===== src/rtl/elevator_pkg.sv =====
// Shared elevator constants, floor index type and the scheduler direction/state enum.
package elevator_pkg;

  localparam int NUM_FLOORS = 8;
  localparam int FLOOR_W    = 3;

  typedef logic [FLOOR_W-1:0] floor_t;

  typedef enum logic [1:0] {
    IDLE = 2'd0,
    UP   = 2'd1,
    DOWN = 2'd2
  } state_t;

endpackage


===== src/rtl/floor_search.sv =====
// Combinational search of a pending mask for the nearest set floor above and below a reference floor.
module floor_search #(
  parameter int NUM_FLOORS = 8,
  parameter int FLOOR_W    = 3
) (
  input  logic [NUM_FLOORS-1:0] mask,
  input  logic [FLOOR_W-1:0]    current_floor,
  output logic                  above_any,
  output logic                  below_any,
  output logic [FLOOR_W-1:0]    nearest_above,
  output logic [FLOOR_W-1:0]    nearest_below
);

  always_comb begin
    above_any     = 1'b0;
    below_any     = 1'b0;
    nearest_above = '0;
    nearest_below = '0;
    // Descending scan so the last hit is the lowest floor above the car.
    for (int i = NUM_FLOORS - 1; i >= 0; i--) begin
      if (mask[i] && (i > int'(current_floor))) begin
        above_any     = 1'b1;
        nearest_above = FLOOR_W'(i);
      end
    end
    // Ascending scan so the last hit is the highest floor below the car.
    for (int i = 0; i < NUM_FLOORS; i++) begin
      if (mask[i] && (i < int'(current_floor))) begin
        below_any     = 1'b1;
        nearest_below = FLOOR_W'(i);
      end
    end
  end

endmodule


===== src/rtl/floor_request_scheduler.sv =====
// SCAN floor request scheduler: latches call buttons, sweeps UP/DOWN and issues the next target floor.
// Optional return-to-floor-0 parking after an idle timeout is enabled with `define PARK_HOME_EN.
module floor_request_scheduler #(
  parameter int NUM_FLOORS   = elevator_pkg::NUM_FLOORS,
  parameter int FLOOR_W      = elevator_pkg::FLOOR_W,
  parameter int PARK_TIMEOUT = 64
) (
  input  logic                  clk,
  input  logic                  rst,
  input  logic [NUM_FLOORS-1:0] call_btn,
  input  logic [FLOOR_W-1:0]    current_floor,
  input  logic                  car_stopped,
  output logic [FLOOR_W-1:0]    requested_floor,
  output logic                  req_valid,
  output logic [NUM_FLOORS-1:0] pending,
  output logic                  dir_up,
  output logic                  busy
);

  import elevator_pkg::*;

  state_t                  state, state_next;
  logic [NUM_FLOORS-1:0]   pending_next;
  logic [NUM_FLOORS-1:0]   clr_mask;
  logic [NUM_FLOORS-1:0]   park_mask;
  logic                    here;
  logic                    above_any, below_any;
  logic [FLOOR_W-1:0]      nearest_above, nearest_below;
  logic [FLOOR_W-1:0]      target_next;
  logic                    valid_next;

  floor_search #(
    .NUM_FLOORS (NUM_FLOORS),
    .FLOOR_W    (FLOOR_W)
  ) u_search (
    .mask          (pending),
    .current_floor (current_floor),
    .above_any     (above_any),
    .below_any     (below_any),
    .nearest_above (nearest_above),
    .nearest_below (nearest_below)
  );

  // An out-of-range current_floor matches no bit, so nothing is cleared and here stays 0.
  always_comb begin
    clr_mask = '0;
    here     = 1'b0;
    for (int f = 0; f < NUM_FLOORS; f++) begin
      if (int'(current_floor) == f) begin
        here        = pending[f];
        clr_mask[f] = car_stopped;
      end
    end
  end

  assign pending_next = (pending | call_btn | park_mask) & ~clr_mask;

`ifdef PARK_HOME_EN
  localparam int CNT_W = $clog2(PARK_TIMEOUT + 1);

  logic [CNT_W-1:0] idle_cnt;

  always_ff @(posedge clk) begin
    if (rst || (|call_btn) || (state != IDLE)) begin
      idle_cnt <= '0;
    end else if ((pending == '0) && (current_floor != '0) &&
                 (idle_cnt != CNT_W'(PARK_TIMEOUT))) begin
      idle_cnt <= idle_cnt + 1'b1;
    end
  end

  assign park_mask = {{(NUM_FLOORS-1){1'b0}}, (idle_cnt == CNT_W'(PARK_TIMEOUT))};
`else
  assign park_mask = '0;
`endif

  // Target is chosen against the direction being entered so it lines up with the new state.
  always_comb begin
    state_next  = state;
    target_next = current_floor;
    valid_next  = 1'b0;
    unique case (state)
      IDLE: begin
        if (above_any)      state_next = UP;
        else if (below_any) state_next = DOWN;
        else                state_next = IDLE;
      end
      UP: begin
        if (above_any)      state_next = UP;
        else if (below_any) state_next = DOWN;
        else                state_next = IDLE;
      end
      DOWN: begin
        if (below_any)      state_next = DOWN;
        else if (above_any) state_next = UP;
        else                state_next = IDLE;
      end
      default: state_next = IDLE;
    endcase
    unique case (state_next)
      UP: begin
        target_next = nearest_above;
        valid_next  = 1'b1;
      end
      DOWN: begin
        target_next = nearest_below;
        valid_next  = 1'b1;
      end
      default: begin
        target_next = current_floor;
        valid_next  = here;
      end
    endcase
  end

  always_ff @(posedge clk) begin
    if (rst) begin
      state           <= IDLE;
      pending         <= '0;
      requested_floor <= '0;
      req_valid       <= 1'b0;
    end else begin
      state           <= state_next;
      pending         <= pending_next;
      requested_floor <= target_next;
      req_valid       <= valid_next;
    end
  end

  assign dir_up = (state == UP);
  assign busy   = (state != IDLE);

endmodule


===== config.mk =====
export PLATFORM = sky130hd
export DESIGN_NAME = floor_request_scheduler
export DESIGN_NICKNAME = d
export VERILOG_FILES = /design/src/rtl/elevator_pkg.sv /design/src/rtl/floor_search.sv /design/src/rtl/floor_request_scheduler.sv
export SDC_FILE = /design/constraint.sdc
export NUM_CORES = 1
export LEC_CHECK = 0
export CAP_MARGIN = 10
export CORE_ASPECT_RATIO = 0.9
export CORE_MARGIN = 1
export CORE_UTILIZATION = 50
export CTS_CLUSTER_DIAMETER = 120
export DETAILED_ROUTE_END_ITERATION = 12
export PLACE_DENSITY = 0.92
export SYNTH_ARGS = -nofsm -noshare
export SYNTH_HDL_FRONTEND = slang
export SYNTH_HIERARCHICAL = 1
export SYNTH_SLANG_ARGS = --single-unit

===== constraint.sdc =====
create_clock -name clk -period 5.5 [get_ports clk]
set_clock_uncertainty 0.15 [all_clocks]
set_input_delay 0.825 -clock clk [delete_from_list [all_inputs] [get_ports clk]]
set_output_delay 0.825 -clock clk [all_outputs]
set_load 0.02 [all_outputs]

; Word-level counts from Yosys, hierarchy flattened
; Cells that the tools add are included.
[classes]
n_lt_le_gt_ge = 14
n_reduce_logical = 19
n_eq_ne = 11
n_mux = 50
bitwise = 3
[ops]
columns = op, n
row1 = 1-bit 2-to-1 mux, 33
row2 = 3-bit 2-to-1 mux, 10
row3 = 1-bit logical AND, 14
row4 = 3-bit == test (second input constant), 4
row5 = 3-bit greater-than comparator (first input constant), 4
row6 = 2-bit 2-to-1 mux, 5
row7 = 3-bit less-than comparator (first input constant), 3
row8 = 8-bit bitwise AND, 1
row9 = 8-bit inverter, 1
row10 = 8-bit bitwise OR, 1
row11 = 3-bit by 2-bit == test with 1-bit output (second input constant), 2
row12 = 2-bit by 3-bit greater-than comparator with 1-bit output (first input constant), 2
row13 = 1-bit by 3-bit less-than comparator with 1-bit output (first input constant), 2
row14 = 2-bit by 3-bit less-than comparator with 1-bit output (first input constant), 2
row15 = 3-bit case mux with 2 select lines, 1
row16 = 2-bit by 1-bit == test with 1-bit output (second input constant), 2
row17 = 2-bit == test (second input constant), 2
row18 = 2-bit case mux with 2 select lines, 1
row19 = 2-bit OR reduction, 2
row20 = 3-bit by 1-bit == test with 1-bit output (second input constant), 1
row21 = 1-bit by 3-bit greater-than comparator with 1-bit output (first input constant), 1
row22 = 3-bit logical NOT, 1
row23 = 2-bit logical NOT, 1
row24 = 2-bit nonzero test, 1
[totals]
word_cells = 101
regBits = 14
output_inout_bits = 14
input_bits = 14

; Depth between registers and ports, before layout
[depth]
ltp_word = 15
ltp_mapped = 12
mapped_depth_nobuf = 11

; Hierarchy
; Netlist, hierarchy kept.
[by_module_without_submodules]
columns = mod, area_each_um2, n_inst, cells_per_inst, seq_area_each_um2
row1 = floor_request_scheduler, 663.1, 1, 74, 280.3
row2 = floor_search, 336.6, 1, 56, 0.0

; Least setup slack after synthesis
; No wires, ideal clock.
[synth_timing]
path_kind = input to register
from = input current_floor[0]
to = register requested_floor[0]
path_buffers = 1
setup_ns = 0.128
path_slack_ns = 2.835
arrival_time_ns = 2.387
stages = 11
required_ns = 5.222
path_cell_list = buf_4 > o21ai_1 > o21ai_0 > nand2_1 > nand4_1 > o21ai_0 > nand2_1 > ha_1 > a221o_1 > o21ai_0 > nor2_1
[synth_via]
elab_chain_cells = 14
word_cells_on_any_way = 63
classes_between = order compare: 14 / eq/ne: 2 / mux: 33 / reduce/logical: 14
[synth_rtl]
columns = item, line
row1 = "start, declared", floor_request_scheduler.sv:11  ; input logic [FLOOR_W-1:0] current_floor,
row2 = 1-bit by 3-bit less-than comparator with 1-bit output, floor_search.sv:28  ; if (mask[i] && (i < int'(current_floor))) begin
row3 = 1-bit logical AND, floor_search.sv:28
row4 = 1-bit 2-to-1 mux (6 in series), floor_search.sv:28
row5 = 1-bit 2-to-1 mux *, floor_search.sv:28
row6 = net below_any, floor_request_scheduler.sv:27  ; logic above_any, below_any;
row7 = 2-bit 2-to-1 mux, "floor_request_scheduler.sv:85, floor_request_scheduler.sv:90"
row8 = 2-bit 2-to-1 mux, floor_request_scheduler.sv:84  ; if (above_any) state_next = UP;
row9 = 2-bit case mux with 2 select lines *, floor_request_scheduler.sv:82  ; unique case (state)
row10 = 2-bit == test or 2-bit by 1-bit == test with 1-bit output (tied branches), floor_request_scheduler.sv:100  ; unique case (state_next)
row11 = 3-bit case mux with 2 select lines *, floor_request_scheduler.sv:100
row12 = "end signal, assigned", floor_request_scheduler.sv:125  ; requested_floor <= target_next;
row13 = "end, declared", floor_request_scheduler.sv:13  ; output logic [FLOOR_W-1:0] requested_floor,
; Mark *: on every way through the listed nets, which the timed path passes. The rest lies on a longest branch.
; A chain may end at the register's enable or synchronous reset.

; Final worst setup path
[layout_timing]
from = input current_floor[1]
to = register requested_floor[1]
; The elaborated chain is that of the path after synthesis.

==> results.txt <==
status = finished, final reports clean
DRT Wirelength = 2836 µm
Synth Cell Area = 999.7 µm²
first-pass GRT wire length = 4795 µm
io pins = 28
Seq pwr share = 0.376
Syn. warnings = 6
critical path required time = 5.51 ns
CP Max Fanout = 24
Internal = 0.0002222 W
TritonCTS Sinks = 14
Gate power share = 0.404
Synth Flop Type = dfxtp_1
Finish-stage setup viols = 0
hold buffers post-CTS = 0
slew margin rel. = 0.4158
Post-synth EDFFs = 0
Switching Fraction = 0.3537
Inserted Clock Buffers = 3
CTS root buf = clkbuf_4
width of the die = 49.14 µm
CP arrival = 3.63 ns
Die Y = 44.42 µm
Reg area = 280.3 µm²
most numerous cell in the Yosys netlist = nor2_1
NetSw = 0.0001216 W
Mean Syn Cell Area = 7.690 µm²
1st-iter DRT viols = 45
max-slew violation count = 0
commonest cells in the netlist = nor2_1 (18), dfxtp_1 (14), a21oi_1 (10), o21ai_0 (9)
dpl hpwl = 2050 µm
routed vias = 1,125
layout cells sized above 1 = 0.05844
Critical Path End Type = flip-flop
final worst path period need = 3.618 ns
clock latency on the worst-skew pair = 0.28 ns
share of the synthesized area in the top cell type = 0.2804
Async SR Flop Fraction = 0
Avg WL per Cell = 15.93 µm
Ant. Diodes = 0
setup_tns = 0 ns
class of the worst hold path = flip-flop to flip-flop
fmax = 0.2764 GHz
Final Hold Viols = 0
hold slack = 0.4356 ns
FP Rows = 14
maximum buffer depth of the clock tree = 2
Post-CTS Repair Setup Buffers = 0
sequential share of the synthesized area = 0.2804
Net Count, Synth = 146
Clock transition at path regs = 0.09 ns
drt first pass iters = 4
antenna violations before repair = 0
GR Util All Layers = 0.2892
layout net count = 171
worst slew pin tran = 0.8736 ns
worst vdd ir = 182.1 µV
Initial Utilization = 0.5651
Synth cell types = 39
Fill cells = 141
Max-Cap Viols = 0
crit start category = primary input
Pleak = 0.5278 nW
IO buf count = 27
area of the multi-input gates = 631.9 µm²
Placer Congestion = 0.8881
synthesis-stage register bit count = 14
clock share of power = 0.220
area leader, netlist = dfxtp_1
die outline area = 0.002183 mm²
Remaining DRCs = 0
vias in the first global route = 1,068
maximum number of pins on one net before global-route repair = 27
Congestion Overflow GR = 0
CTS H-tree lvls = 1
synth top area cells = dfxtp_1 (28%), nor2_1 (6.8%), a21oi_1 (5.0%)
Final ANT Viol Nets = 0
Area Overhead vs Synth = 27.91%
Post-CTS Resized = 0
core area = 0.001769 mm²
CTS tree = built
via density per instance = 6.320
crit share post-route = 0.6578
WS Path Type = primary input to flip-flop
synthesized instance count = 130
RSZ-0062 raised after global routing = false
Pwr Density = 268.8 mW/mm²
-- routing by layer --
metal	global-route usage	vias up	part of all wire
met3	0.05842	4	0.10
met4	0.1176	0	0.013
met2	0.4959	75	0.49
met1	0.3585	520	0.40
met5	0	-	0
li1	-	526	-
-- stage by stage --
stage / instances / worst slack (ns) / util / instance area (µm²) / total power (W)
6_report: 178 / 1.882 / 0.7228 / 1279 / 0.0003438
5_1_grt: 178 / 1.645 / 0.7228 / 1279 / 0.0003630
4_1_cts: 178 / 1.926 / 0.7228 / 1279 / 0.0003410
3_5_place_dp: 174 / 1.632 / 0.7023 / 1242 / 0.0002686
3_3_place_gp: 174 / 1.744 / 0.7023 / 1242 / 0.0002633
2_1_floorplan: 130 / 2.835 / - / 999.7 / 0.0002151
-- registers in the layout (all words and copies together) (netlist names) --
register         cells
pending              8
requested_floor      3
state                2
req_valid            1
-- path summary, 6_finish.rpt --
path	start	slack [ns]	cells after the start	to
worst max-delay path	current_floor[1]	1.88	11	requested_floor[1]
worst min-delay path	pending[0]	0.44	2	pending[0]
worst max register to register	pending[5]	3.13	11	requested_floor[1]
worst min register to register	pending[0]	0.44	2	pending[0]
-- logic make-up after synthesis --
family	Yosys count	synth area share
AO/OA/AOI/OAI	51	0.3529
AND/OR/NAND/NOR	46	0.2341
buffers and inverters	15	0.08760
flip-flops	14	0.2804
multiplexers	2	0.02003
adder cells (fa/ha/maj)	2	0.02503
-- area by class of cell --
cell class	count	share of cell area
Clock buffer	4	0.02838
Multi-Input combinational cell	101	0.4941
Sequential cell	14	0.2192
Inverter	8	0.02348
Tap cell	24	0.02348
Timing Repair Buffer	27	0.2113
-- layout by cell type, fill, tap and decap left out --
cell / instances
ha_1: 2
clkbuf_8: 1
o221ai_1: 2
nand3_1: 2
o21ai_1: 4
nand2_1: 8
and3b_1: 2
o31a_1: 1
nor2_1: 18
nor2b_1: 6
a22oi_1: 1
and2b_1: 1
a221oi_2: 1
nand2_4: 1
o21bai_1: 2
a41o_1: 1
o21ai_0: 9
a21o_1: 1
nor2b_2: 1
nand2b_1: 3
clkdlybuf4s50_1: 27
a2bb2oi_1: 2
nand4_1: 2
mux2i_1: 2
and2_1: 1
a21bo_2: 1
o22ai_1: 2
a21oi_1: 10
a21boi_1: 1
or2_2: 1
a221o_1: 3
a41oi_1: 1
a31oi_1: 2
dfxtp_1: 14
inv_1: 8
a311oi_1: 4
a211oi_1: 3
clkbuf_4: 3
-- power by group through the flow --
| stage | clock (W) | combinational [W] | sequential (W) |
|---|---|---|---|
| 3_3_place_gp | 0 | 0.000133 | 0.000130 |
| 2_1_floorplan | 0 | 0.0000732 | 0.000142 |
| 3_5_place_dp | 0 | 0.000138 | 0.000131 |
| 6_report | 0.0000757 | 0.000139 | 0.000129 |
| 5_1_grt | 0.0000812 | 0.000151 | 0.000131 |
| 4_1_cts | 0.0000741 | 0.000138 | 0.000129 |
-- critical path: stages --
cell             delay (ns)
clkdlybuf4s50_1        0.86
o21ai_1                0.44
o21ai_0                0.16
nand2_1                0.12
nand4_1                0.13
o21ai_0                0.20
nand2_1                0.12
ha_1                   0.36
a221o_1                0.28
o21ai_0                0.07
nor2_1                 0.07
(Power assumes the default switching activity.)
